**config.mk**
```make
export PLATFORM = sky130hd
export DESIGN_NAME = axis_pixel_master
export DESIGN_NICKNAME = d
export VERILOG_FILES = /design/src/rtl/video_pkg.sv /design/src/rtl/pixel_fifo.sv /design/src/rtl/axis_pixel_master.sv
export SDC_FILE = /design/constraint.sdc
export NUM_CORES = 1
export LEC_CHECK = 0
export ABC_AREA = 1
export CORE_MARGIN = 3
export CORE_UTILIZATION = 25
export CTS_BUF_LIST = sky130_fd_sc_hd__clkbuf_2 sky130_fd_sc_hd__clkbuf_4 sky130_fd_sc_hd__clkbuf_8
export DETAILED_ROUTE_END_ITERATION = 12
export HOLD_SLACK_MARGIN = 0.05
export PLACE_DENSITY = 0.5
export SLEW_MARGIN = 20
export SYNTH_ARGS = -nofsm -noshare
export SYNTH_HDL_FRONTEND = slang
export SYNTH_SLANG_ARGS = --single-unit
```
**constraint.sdc**
```tcl
create_clock -name M_AXIS_ACLK -period 3.52 [get_ports M_AXIS_ACLK]
set_clock_uncertainty 0.2 [all_clocks]
set_input_delay 0.704 -clock M_AXIS_ACLK [delete_from_list [all_inputs] [get_ports M_AXIS_ACLK]]
set_output_delay 0.704 -clock M_AXIS_ACLK [all_outputs]
set_load 0.005 [all_outputs]
```
**src/rtl/video_pkg.sv**
```systemverilog
// Shared video defaults, colour-bar palette and the stream master FSM encoding.
package video_pkg;

    localparam int H_ACTIVE_DEF = 1024;
    localparam int V_ACTIVE_DEF = 768;

    localparam logic [23:0] BAR_WHITE   = 24'hFFFFFF;
    localparam logic [23:0] BAR_YELLOW  = 24'hFFFF00;
    localparam logic [23:0] BAR_CYAN    = 24'h00FFFF;
    localparam logic [23:0] BAR_GREEN   = 24'h00FF00;
    localparam logic [23:0] BAR_MAGENTA = 24'hFF00FF;
    localparam logic [23:0] BAR_RED     = 24'hFF0000;
    localparam logic [23:0] BAR_BLUE    = 24'h0000FF;
    localparam logic [23:0] BAR_BLACK   = 24'h000000;

    typedef enum logic [1:0] {
        ST_IDLE     = 2'd0,
        ST_RUN      = 2'd1,
        ST_STOPPING = 2'd2
    } state_t;

    function automatic logic [23:0] bar_color(input logic [2:0] idx);
        logic [23:0] c;
        c = BAR_BLACK;
        unique case (idx)
            3'd0: c = BAR_WHITE;
            3'd1: c = BAR_YELLOW;
            3'd2: c = BAR_CYAN;
            3'd3: c = BAR_GREEN;
            3'd4: c = BAR_MAGENTA;
            3'd5: c = BAR_RED;
            3'd6: c = BAR_BLUE;
            3'd7: c = BAR_BLACK;
        endcase
        return c;
    endfunction

endpackage

```
**src/rtl/pixel_fifo.sv**
```systemverilog
// Synchronous FIFO with registered write and first-word-fall-through read.
module pixel_fifo #(
    parameter int WIDTH = 24,
    parameter int DEPTH = 16
) (
    input  logic             clk,
    input  logic             rst_n,
    input  logic             wr_en,
    input  logic [WIDTH-1:0] wr_data,
    input  logic             rd_en,
    output logic [WIDTH-1:0] rd_data,
    output logic             full,
    output logic             empty
);

    localparam int AW = $clog2(DEPTH);

    logic [WIDTH-1:0] mem [DEPTH];
    logic [AW-1:0]    wr_ptr;
    logic [AW-1:0]    rd_ptr;
    logic [AW:0]      count;
    logic             wr_ok;
    logic             rd_ok;

    assign full    = (count == (AW+1)'(DEPTH));
    assign empty   = (count == '0);
    assign wr_ok   = wr_en && !full;
    assign rd_ok   = rd_en && !empty;
    assign rd_data = mem[rd_ptr];

    always_ff @(posedge clk) begin
        if (wr_ok) mem[wr_ptr] <= wr_data;
    end

    always_ff @(posedge clk or negedge rst_n) begin
        if (!rst_n) begin
            wr_ptr <= '0;
            rd_ptr <= '0;
            count  <= '0;
        end else begin
            if (wr_ok) wr_ptr <= wr_ptr + 1'b1;
            if (rd_ok) rd_ptr <= rd_ptr + 1'b1;
            case ({wr_ok, rd_ok})
                2'b10:   count <= count + 1'b1;
                2'b01:   count <= count - 1'b1;
                default: count <= count;
            endcase
        end
    end

endmodule

```
**src/rtl/axis_pixel_master.sv**
```systemverilog
// Frame-aware AXI4-Stream pixel master fed by a FIFO or a colour-bar generator.
module axis_pixel_master
    import video_pkg::*;
#(
    parameter int H_ACTIVE   = H_ACTIVE_DEF,
    parameter int V_ACTIVE   = V_ACTIVE_DEF,
    parameter int FIFO_DEPTH = 16
) (
    input  logic        M_AXIS_ACLK,
    input  logic        M_AXIS_ARESETN,
    input  logic        enable,
    input  logic        pattern_en,
    input  logic [23:0] pix_data,
    input  logic        pix_valid,
    output logic        pix_ready,
    output logic [23:0] M_AXIS_TDATA,
    output logic        M_AXIS_TVALID,
    output logic        M_AXIS_TLAST,
    output logic        M_AXIS_TUSER,
    input  logic        M_AXIS_TREADY,
    output logic        frame_done,
    output logic        underrun
);

    localparam logic [10:0] X_LAST   = 11'(H_ACTIVE - 1);
    localparam logic [10:0] Y_LAST   = 11'(V_ACTIVE - 1);
    localparam logic [10:0] BAR_LAST = 11'(H_ACTIVE / 8 - 1);

    state_t      state;
    state_t      state_nxt;
    logic [10:0] x;
    logic [10:0] y;
    logic [10:0] bar_cnt;
    logic [2:0]  bar_idx;
    logic        src_pat;
    logic        out_eof;
    logic [23:0] fifo_data;
    logic        fifo_full;
    logic        fifo_empty;
    logic        at_origin;
    logic        cur_pat;
    logic        active;
    logic        slot;
    logic        load;
    logic        fifo_rd;
    logic        eof_pending;

    pixel_fifo #(
        .WIDTH(24),
        .DEPTH(FIFO_DEPTH)
    ) u_fifo (
        .clk    (M_AXIS_ACLK),
        .rst_n  (M_AXIS_ARESETN),
        .wr_en  (pix_valid),
        .wr_data(pix_data),
        .rd_en  (fifo_rd),
        .rd_data(fifo_data),
        .full   (fifo_full),
        .empty  (fifo_empty)
    );

    assign pix_ready = !fifo_full;
    assign at_origin = (x == '0) && (y == '0);
    assign cur_pat   = at_origin ? pattern_en : src_pat;

    // Counters back at the origin while stopping means the frame is fully loaded.
    assign active = (state == ST_RUN) ||
                    (state == ST_STOPPING && !at_origin);
    assign slot        = active && (!M_AXIS_TVALID || M_AXIS_TREADY);
    assign load        = slot && (cur_pat || !fifo_empty);
    assign fifo_rd     = load && !cur_pat;
    assign eof_pending = M_AXIS_TVALID && out_eof && !M_AXIS_TREADY;

    always_ff @(posedge M_AXIS_ACLK or negedge M_AXIS_ARESETN) begin
        if (!M_AXIS_ARESETN) state <= ST_IDLE;
        else                 state <= state_nxt;
    end

    always_comb begin
        state_nxt = state;
        unique case (state)
            ST_IDLE: begin
                if (enable && at_origin) state_nxt = ST_RUN;
            end
            ST_RUN: begin
                if (!enable) state_nxt = ST_STOPPING;
            end
            ST_STOPPING: begin
                if (enable)
                    state_nxt = ST_RUN;
                else if (at_origin && !eof_pending)
                    state_nxt = ST_IDLE;
            end
            default: state_nxt = ST_IDLE;
        endcase
    end

    always_ff @(posedge M_AXIS_ACLK or negedge M_AXIS_ARESETN) begin
        if (!M_AXIS_ARESETN) begin
            x             <= '0;
            y             <= '0;
            bar_cnt       <= '0;
            bar_idx       <= '0;
            src_pat       <= 1'b0;
            out_eof       <= 1'b0;
            M_AXIS_TDATA  <= '0;
            M_AXIS_TVALID <= 1'b0;
            M_AXIS_TLAST  <= 1'b0;
            M_AXIS_TUSER  <= 1'b0;
            frame_done    <= 1'b0;
            underrun      <= 1'b0;
        end else begin
            frame_done <= M_AXIS_TVALID && M_AXIS_TREADY && out_eof;

            if (state == ST_IDLE && state_nxt == ST_RUN)
                underrun <= 1'b0;
            else if (slot && !cur_pat && fifo_empty)
                underrun <= 1'b1;

            if (load) begin
                M_AXIS_TVALID <= 1'b1;
                M_AXIS_TDATA  <= cur_pat ? bar_color(bar_idx) : fifo_data;
                M_AXIS_TLAST  <= (x == X_LAST);
                M_AXIS_TUSER  <= at_origin;
                out_eof       <= (x == X_LAST) && (y == Y_LAST);
                if (at_origin) src_pat <= pattern_en;
                if (x == X_LAST) begin
                    x       <= '0;
                    bar_cnt <= '0;
                    bar_idx <= '0;
                    y       <= (y == Y_LAST) ? '0 : y + 11'd1;
                end else begin
                    x <= x + 11'd1;
                    if (bar_cnt == BAR_LAST) begin
                        bar_cnt <= '0;
                        bar_idx <= bar_idx + 3'd1;
                    end else begin
                        bar_cnt <= bar_cnt + 11'd1;
                    end
                end
            end else if (M_AXIS_TREADY) begin
                M_AXIS_TVALID <= 1'b0;
            end
        end
    end

endmodule

```
==> impl_metrics.ini, run 1 <==
[power_and_ir_drop]
power_frac_comb = 0.359
seq_power_share = 0.385
powerDensity_nw_per_um2 = 789
clkPwrFrac = 0.257
power_switching_mw = 7.34
cellInternalPower_mw = 11.4
p_leak_nw = 9.10
p_sw_frac = 0.391
ir_drop_v = 0.000498

[final_layout]
final_util = 0.299
final_cell_count_no_fill = 3154
final_layout_size_suffix_gt1_frac = 0.108
nets = 2090
fin_area_um2 = 23800
area_growth_pct = 18.0

[job]
drv_cap = 0

[place]
dp.cells = 3008
place.gp.congestion = 0.808
dpl-instance-area_um2 = 22200
port_buffers = 59
dpl.hpwl_mm = 31.7

[drt]
num_vias = 13834
drtIter0Drc = 1142
via_per_inst = 4.39
routedWlPerCell_um = 17.2
drt-total-wl_mm = 54.3
ant_nets = 0
drt_pass1_iterations = 7
drc = 0

[yosys]
ys_types = 37
syn-num-nets = 1992
synth_top_area_frac = 0.572
ys_warn_count = 0
synth_largest_area_cell = edfxtp_1
yosys-top-cells-area = edfxtp_1 (57%), nand2_1 (11%), dfrtp_1 (10%)
seq_area_frac_synth = 0.674
synth_cells = 1946
avgSynthCellArea_um2 = 10.4
netlist_area_um2 = 20100
ys_ff_latch = 466

[setup_path]
cp_max_fo = 6
critical_path_class = reg -> reg
critPathBufInv = 5
critPathTopFamily = simple AND/OR/NAND/NOR gates
cp_slowest_cell = dfrtp_2
cpPeakStageDelay_ns = 0.43
crit_path_start_kind = register
cp.arrival_ns = 3.48
path_cells = inv_1 > ha_1 > nand2_1 > inv_1 > nand2_1 > nor2_1 > nand3_2 > o21ai_2 > nand3_2 > inv_2 > ha_4 > inv_1 > fa_1 > inv_1 > a21oi_1 > nor2_1 > nor2_1 > nand2_1 > nand2_1 > nor2_1 > xor2_1
endpoint_kind = register
required_ns = 3.88

[global_route]
antenna_found_initial = 3
grt_pass1_vias = 13671
grt_max_degree = 146
grt_pass1_wl_mm = 83.8
track_usage = 0.127
overflow = 0

[clocking]
clock-root-buffer = clkbuf_8
cts_tree = built
clock_sinks = 466
cts_buffers = 82
path_clk_slew_ns = 0.06
htreeDepth = 3
clock_latency_ns = 0.66
cts_buffer_depth = 3

[timing]
tightest_slew_ns = 0.851
max_freq_mhz = 321
finalCritPeriodShare = 0.885
post-route-min-period_ns = 3.12
rsz0062_at_grt = no
slew_headroom = 0.429
finalMaxSlewViolations = 0
hold_viol_final = 0
setup_viol = 0
hold-worst-slack_ns = 0.278
setup-tns-final_ns = 0

[die]
design.die.area_um2 = 84000
coreArea_um2 = 79400
initial_core_util = 0.254
fp.dieH_um = 290
row_count = 103
io_pins = 60
fp.dieW_um = 290

[outcome]
status = finished clean

[min_path]
min-delay-path-class = reg -> reg
[cells by family after synthesis]
family | Yosys count | synth area share
AOI/OAI and AO/OA | 162 | 0.0415
xor gates and xnor gates | 22 | 0.00957
adders and majority gates | 16 | 0.0103
buffers and inverters | 174 | 0.0395
DFF | 466 | 0.674
and+or+nand+nor | 1106 | 0.225
[layer usage]
layer	part of all wire	vias up	global-route usage	routed length, µm
met5	0.00029	-	0	16
met4	0.020	2	0.0323	1060
met3	0.049	77	0.0280	2650
met2	0.46	299	0.200	24800
met1	0.48	6714	0.178	25800
li1	-	6742	-	-
[area by class of cell]
class,instances,area [µm²]
tap,1050,1310
antenna,2,5.00
sequential,466,13600
clock buffer,111,1360
timing repair buffer,108,1080
clock inverter,31,201
inverter,80,305
multi-input combinational,1306,5920
fill,8259,55600
[Yosys cell counts]
master / n
nand3_1: 151
edfxtp_1: 384
nor3_2: 1
ha_1: 15
nor2_4: 2
a21oi_1: 38
nand4_2: 1
inv_2: 2
nor2_1: 287
o21ai_0: 107
buf_4: 5
fa_1: 1
nor2_2: 3
nand3_4: 1
or2_2: 3
o21ai_1: 10
nand2_4: 1
nand3b_1: 2
dfrtp_1: 82
xnor2_1: 3
nor3_1: 11
nand3_2: 1
nor3b_1: 1
inv_1: 77
buf_6: 8
o21ai_2: 6
nand2_1: 605
clkbuf_1: 32
and3_1: 2
buf_1: 6
buf_8: 1
a21o_1: 1
clkinv_1: 1
buf_2: 42
nand4_1: 32
nand2_2: 2
xor2_1: 19
[sequential cells by signal, indices dropped and copies added, names as in the netlist, 2 cells and up]
signal / count
bar_cnt: 11
u_fifo.wr_ptr: 4
M_AXIS_TDATA: 24
x: 11
bar_idx: 3
y: 11
u_fifo.mem: 384
u_fifo.rd_ptr: 4
u_fifo.count: 5
state: 2
[path summary, 6_finish.rpt]
path                                  startpoint               end  slack, ns  cells past startpoint
worst max-delay path                        x[0]   u_fifo.count[4]       0.40                     21
worst min-delay path            M_AXIS_TDATA[10]  M_AXIS_TDATA[10]       0.28                      2
worst max register to register              x[0]   u_fifo.count[4]       0.40                     21
worst min register to register  M_AXIS_TDATA[10]  M_AXIS_TDATA[10]       0.28                      2
max in group asynchronous         M_AXIS_ARESETN              x[0]       1.99                      3
min in group asynchronous         M_AXIS_ARESETN              x[2]       0.46                      2
[through the flow]
step | power (mW) | setup slack, ns
finish | 18.8 | 0.404
floorplan | 11.5 | 0.610
detailed placement | 14.1 | 0.140
global route | 20.1 | 0.0276
global placement | 14.0 | 0.170
CTS | 19.0 | 0.257
[cells in the final DEF (no fill, tap or decap), types with 11 or more instances in the layout]
cell type	n
a21oi_1	38
buf_4	39
clkbuf_4	27
clkbuf_8	84
clkdlybuf4s50_1	58
clkinv_1	16
dfrtp_1	79
edfxtp_1	384
ha_1	14
inv_1	73
nand2_1	605
nand3_1	149
nand4_1	32
nor2_1	270
nor2_4	19
nor3_1	11
o21ai_0	107
xor2_1	19
[worst reg2reg max path: stages (launching register included)]
cell and delay [ns]:
dfrtp_2 0.43, inv_1 0.09, ha_1 0.18, nand2_1 0.06, inv_1 0.04, nand2_1 0.06
nor2_1 0.11, nand3_2 0.11, o21ai_2 0.19, nand3_2 0.14, inv_2 0.10, ha_4 0.15
inv_1 0.08, fa_1 0.37, inv_1 0.10, a21oi_1 0.06, nor2_1 0.13, nor2_1 0.08
nand2_1 0.07, nand2_1 0.05, nor2_1 0.11, xor2_1 0.14
[repair_timing]
| action | 4_1_cts | 5_1_grt |
|---|---|---|
| resized for setup | 0 | 6 |
| hold buffers | 1 | 0 |
| hold endpoints to repair | 53 | 0 |
| setup buffers | 0 | 1 |
| setup endpoints to repair | 0 | 1 |
[power by group through the flow]
| stage | Clock, mW | Sequential (mW) | Combinational [mW] |
|---|---|---|---|
| finish | 4.82 | 7.22 | 6.73 |
| global route | 5.23 | 7.30 | 7.61 |
| CTS | 4.98 | 7.22 | 6.80 |
| detailed placement | 0 | 7.33 | 6.77 |
| global placement | 0 | 7.31 | 6.70 |
| floorplan | 0 | 7.18 | 4.30 |
Power figures use the tool's default switching activity.
==> inputs of run 2 (changes only) <==
- SLEW_MARGIN: 20 -> unset
- TNS_END_PERCENT: unset -> 100
==> results of run 2 <==
Same layout as run 1: the final DEF is identical, and so are final timing and power.
==> inputs of run 3 (changes only) <==
- CORE_UTILIZATION: 25 -> 45
- PLACE_DENSITY: 0.5 -> 0.72
- SLEW_MARGIN: unset -> 40
==> run 3 against run 2 <==
Net effect:
- utilization is 23 points higher
- critical path depth increased by 1
- design area down 3.0%
- sequential power about the same
- count of clock-buffer cells in the layout is 6 lower
- via count increased by 2.6%
- die area decreased by 44%
- critical path type unchanged
- largest power group unchanged
- highest routed layer is now met4
==> impl_metrics.ini, run 3 (synthesized netlist as in run 1, its figures left out) <==
[clocking]
cts_tree = built
clock_latency_ns = 0.66
htreeDepth = 3
clock_sinks = 466
cts_buffer_depth = 3
cts_buffers = 76
clock-root-buffer = clkbuf_8
path_clk_slew_ns = 0.05

[die]
design.die.area_um2 = 47300
initial_core_util = 0.462
io_pins = 60
fp.dieH_um = 218
row_count = 76
fp.dieW_um = 218
coreArea_um2 = 43600

[place]
dpl.hpwl_mm = 28.1
pre_cts_slack_ns = 0.173
port_buffers = 59
place.gp.congestion = 0.866
dpl-instance-area_um2 = 21600

[setup_path]
r2r_slack_ns = 0.33
crit_top_cell = inv_1
required_ns = 3.88
cp_slowest_cell = dfrtp_1
path_cells = inv_1 > ha_1 > nand2_1 > inv_1 > nand2_1 > inv_1 > nand4_1 > nand2_1 > nor2_4 > nand3_1 > inv_1 > ha_1 > inv_1 > fa_1 > inv_1 > a21oi_1 > nor2_1 > nor2_1 > nand2_1 > nand2_1 > nor2_1 > xor2_1
critPathTopFamily = simple AND/OR/NAND/NOR gates
cp_max_fo = 7
critical_path_class = reg -> reg
endpoint_kind = register
crit_path_start_kind = register
cp.arrival_ns = 3.56
critPathBufInv = 6
cpPeakStageDelay_ns = 0.45

[power_and_ir_drop]
power_switching_mw = 7.14
clkPwrFrac = 0.248
p_sw_frac = 0.389
p_leak_nw = 9.00
cellInternalPower_mw = 11.2
seq_power_share = 0.393
powerDensity_nw_per_um2 = 796
power_frac_comb = 0.359
ir_drop_v = 0.000419

[timing]
timing.final.ws_setup_ns = 0.327
setup-tns-final_ns = 0
tightest_slew_ns = 0.734
finalCritPeriodShare = 0.907
hold-worst-slack_ns = 0.285
finalMaxSlewViolations = 0
hold_viol_final = 0
rsz0062_at_grt = no
setup_viol = 0
post-route-min-period_ns = 3.19
slew_headroom = 0.508
max_freq_mhz = 313

[final_layout]
final_layout_size_suffix_gt1_frac = 0.0973
area_growth_pct = 14.5
final_util = 0.528
final_cell_mix = nand2_1 (605), edfxtp_1 (384), nor2_1 (270)
reg_top3 = u_fifo.mem (384), M_AXIS_TDATA (24)
regMostFlops = u_fifo.mem
nets = 2074
largest_reg_flops = 384
layout_commonest_cell = nand2_1
fin_area_um2 = 23100

[global_route]
overflow = 0
antenna_found_initial = 1
grt_pass1_wl_mm = 76.8
track_usage = 0.207
grt_pass1_vias = 13999
grt_max_degree = 195

[drt]
drt_pass1_iterations = 5
routedWlPerCell_um = 18.3
drt-total-wl_mm = 49.0
drtIter0Drc = 1476
num_vias = 14196
ant_nets = 0
drc = 0
via_per_inst = 5.31

[job]
drv_cap = 0

[outcome]
status = finished clean

[min_path]
min-delay-path-class = reg -> reg
[run 3: power by group through the flow]
stage               Sequential (mW)  Combinational, mW  Clock, mW
detailed placement             7.29               6.50          0
global placement               7.26               6.35          0
CTS                            7.20               6.55       4.63
global route                   7.27               7.37       4.88
floorplan                      7.18               4.30          0
finish                         7.20               6.60       4.55
[run 3: area by class of cell]
cell class / count / area, µm²
Timing Repair Buffer: 98 / 1080
Fill cell: 3750 / 20600
Antenna cell: 1 / 2.50
Multi-Input combinational cell: 1306 / 5900
Clock buffer: 105 / 1280
Clock inverter: 31 / 190
Sequential cell: 466 / 13600
Inverter: 80 / 303
Tap cell: 585 / 732
[run 3: metal layers]
layer | vias to the layer above | wire length (µm) | GRT usage
li1 | 6713 | - | -
met1 | 6829 | 21000 | 0.284
met2 | 550 | 23000 | 0.334
met3 | 104 | 3810 | 0.0417
met4 | 0 | 1180 | 0.0685
met5 | - | 0 | 0
[run 3: worst paths after layout]
| check | startpoint | end | depth (start not counted) |
|---|---|---|---|
| hold reg to reg | M_AXIS_TDATA[17] | M_AXIS_TDATA[17] | 2 |
| max in group asynchronous | M_AXIS_ARESETN | M_AXIS_TVALID | 3 |
| hold / removal | M_AXIS_TDATA[17] | M_AXIS_TDATA[17] | 2 |
| setup reg to reg | y[0] | u_fifo.count[4] | 22 |
| setup / recovery | y[0] | u_fifo.count[4] | 22 |
| min in group asynchronous | M_AXIS_ARESETN | M_AXIS_TDATA[20] | 2 |
[run 3: metrics by stage]
step	std cells	power, mW
6_report	2672	18.3
5_1_grt	2672	19.5
4_1_cts	2670	18.4
3_5_place_dp	2533	13.8
3_3_place_gp	2533	13.6
2_1_floorplan	1946	11.5
[run 3: what timing repair did]
action                    CTS  global route
buffers inserted            0             0
hold endpoints to repair   47             0
resized for setup           0             0
hold buffers                1             0
[run 3: tightest hold or removal path, cell delays in order (launching register included)]
cell and delay (ns):
dfrtp_1 0.34, nand2_1 0.06, nand2_1 0.05
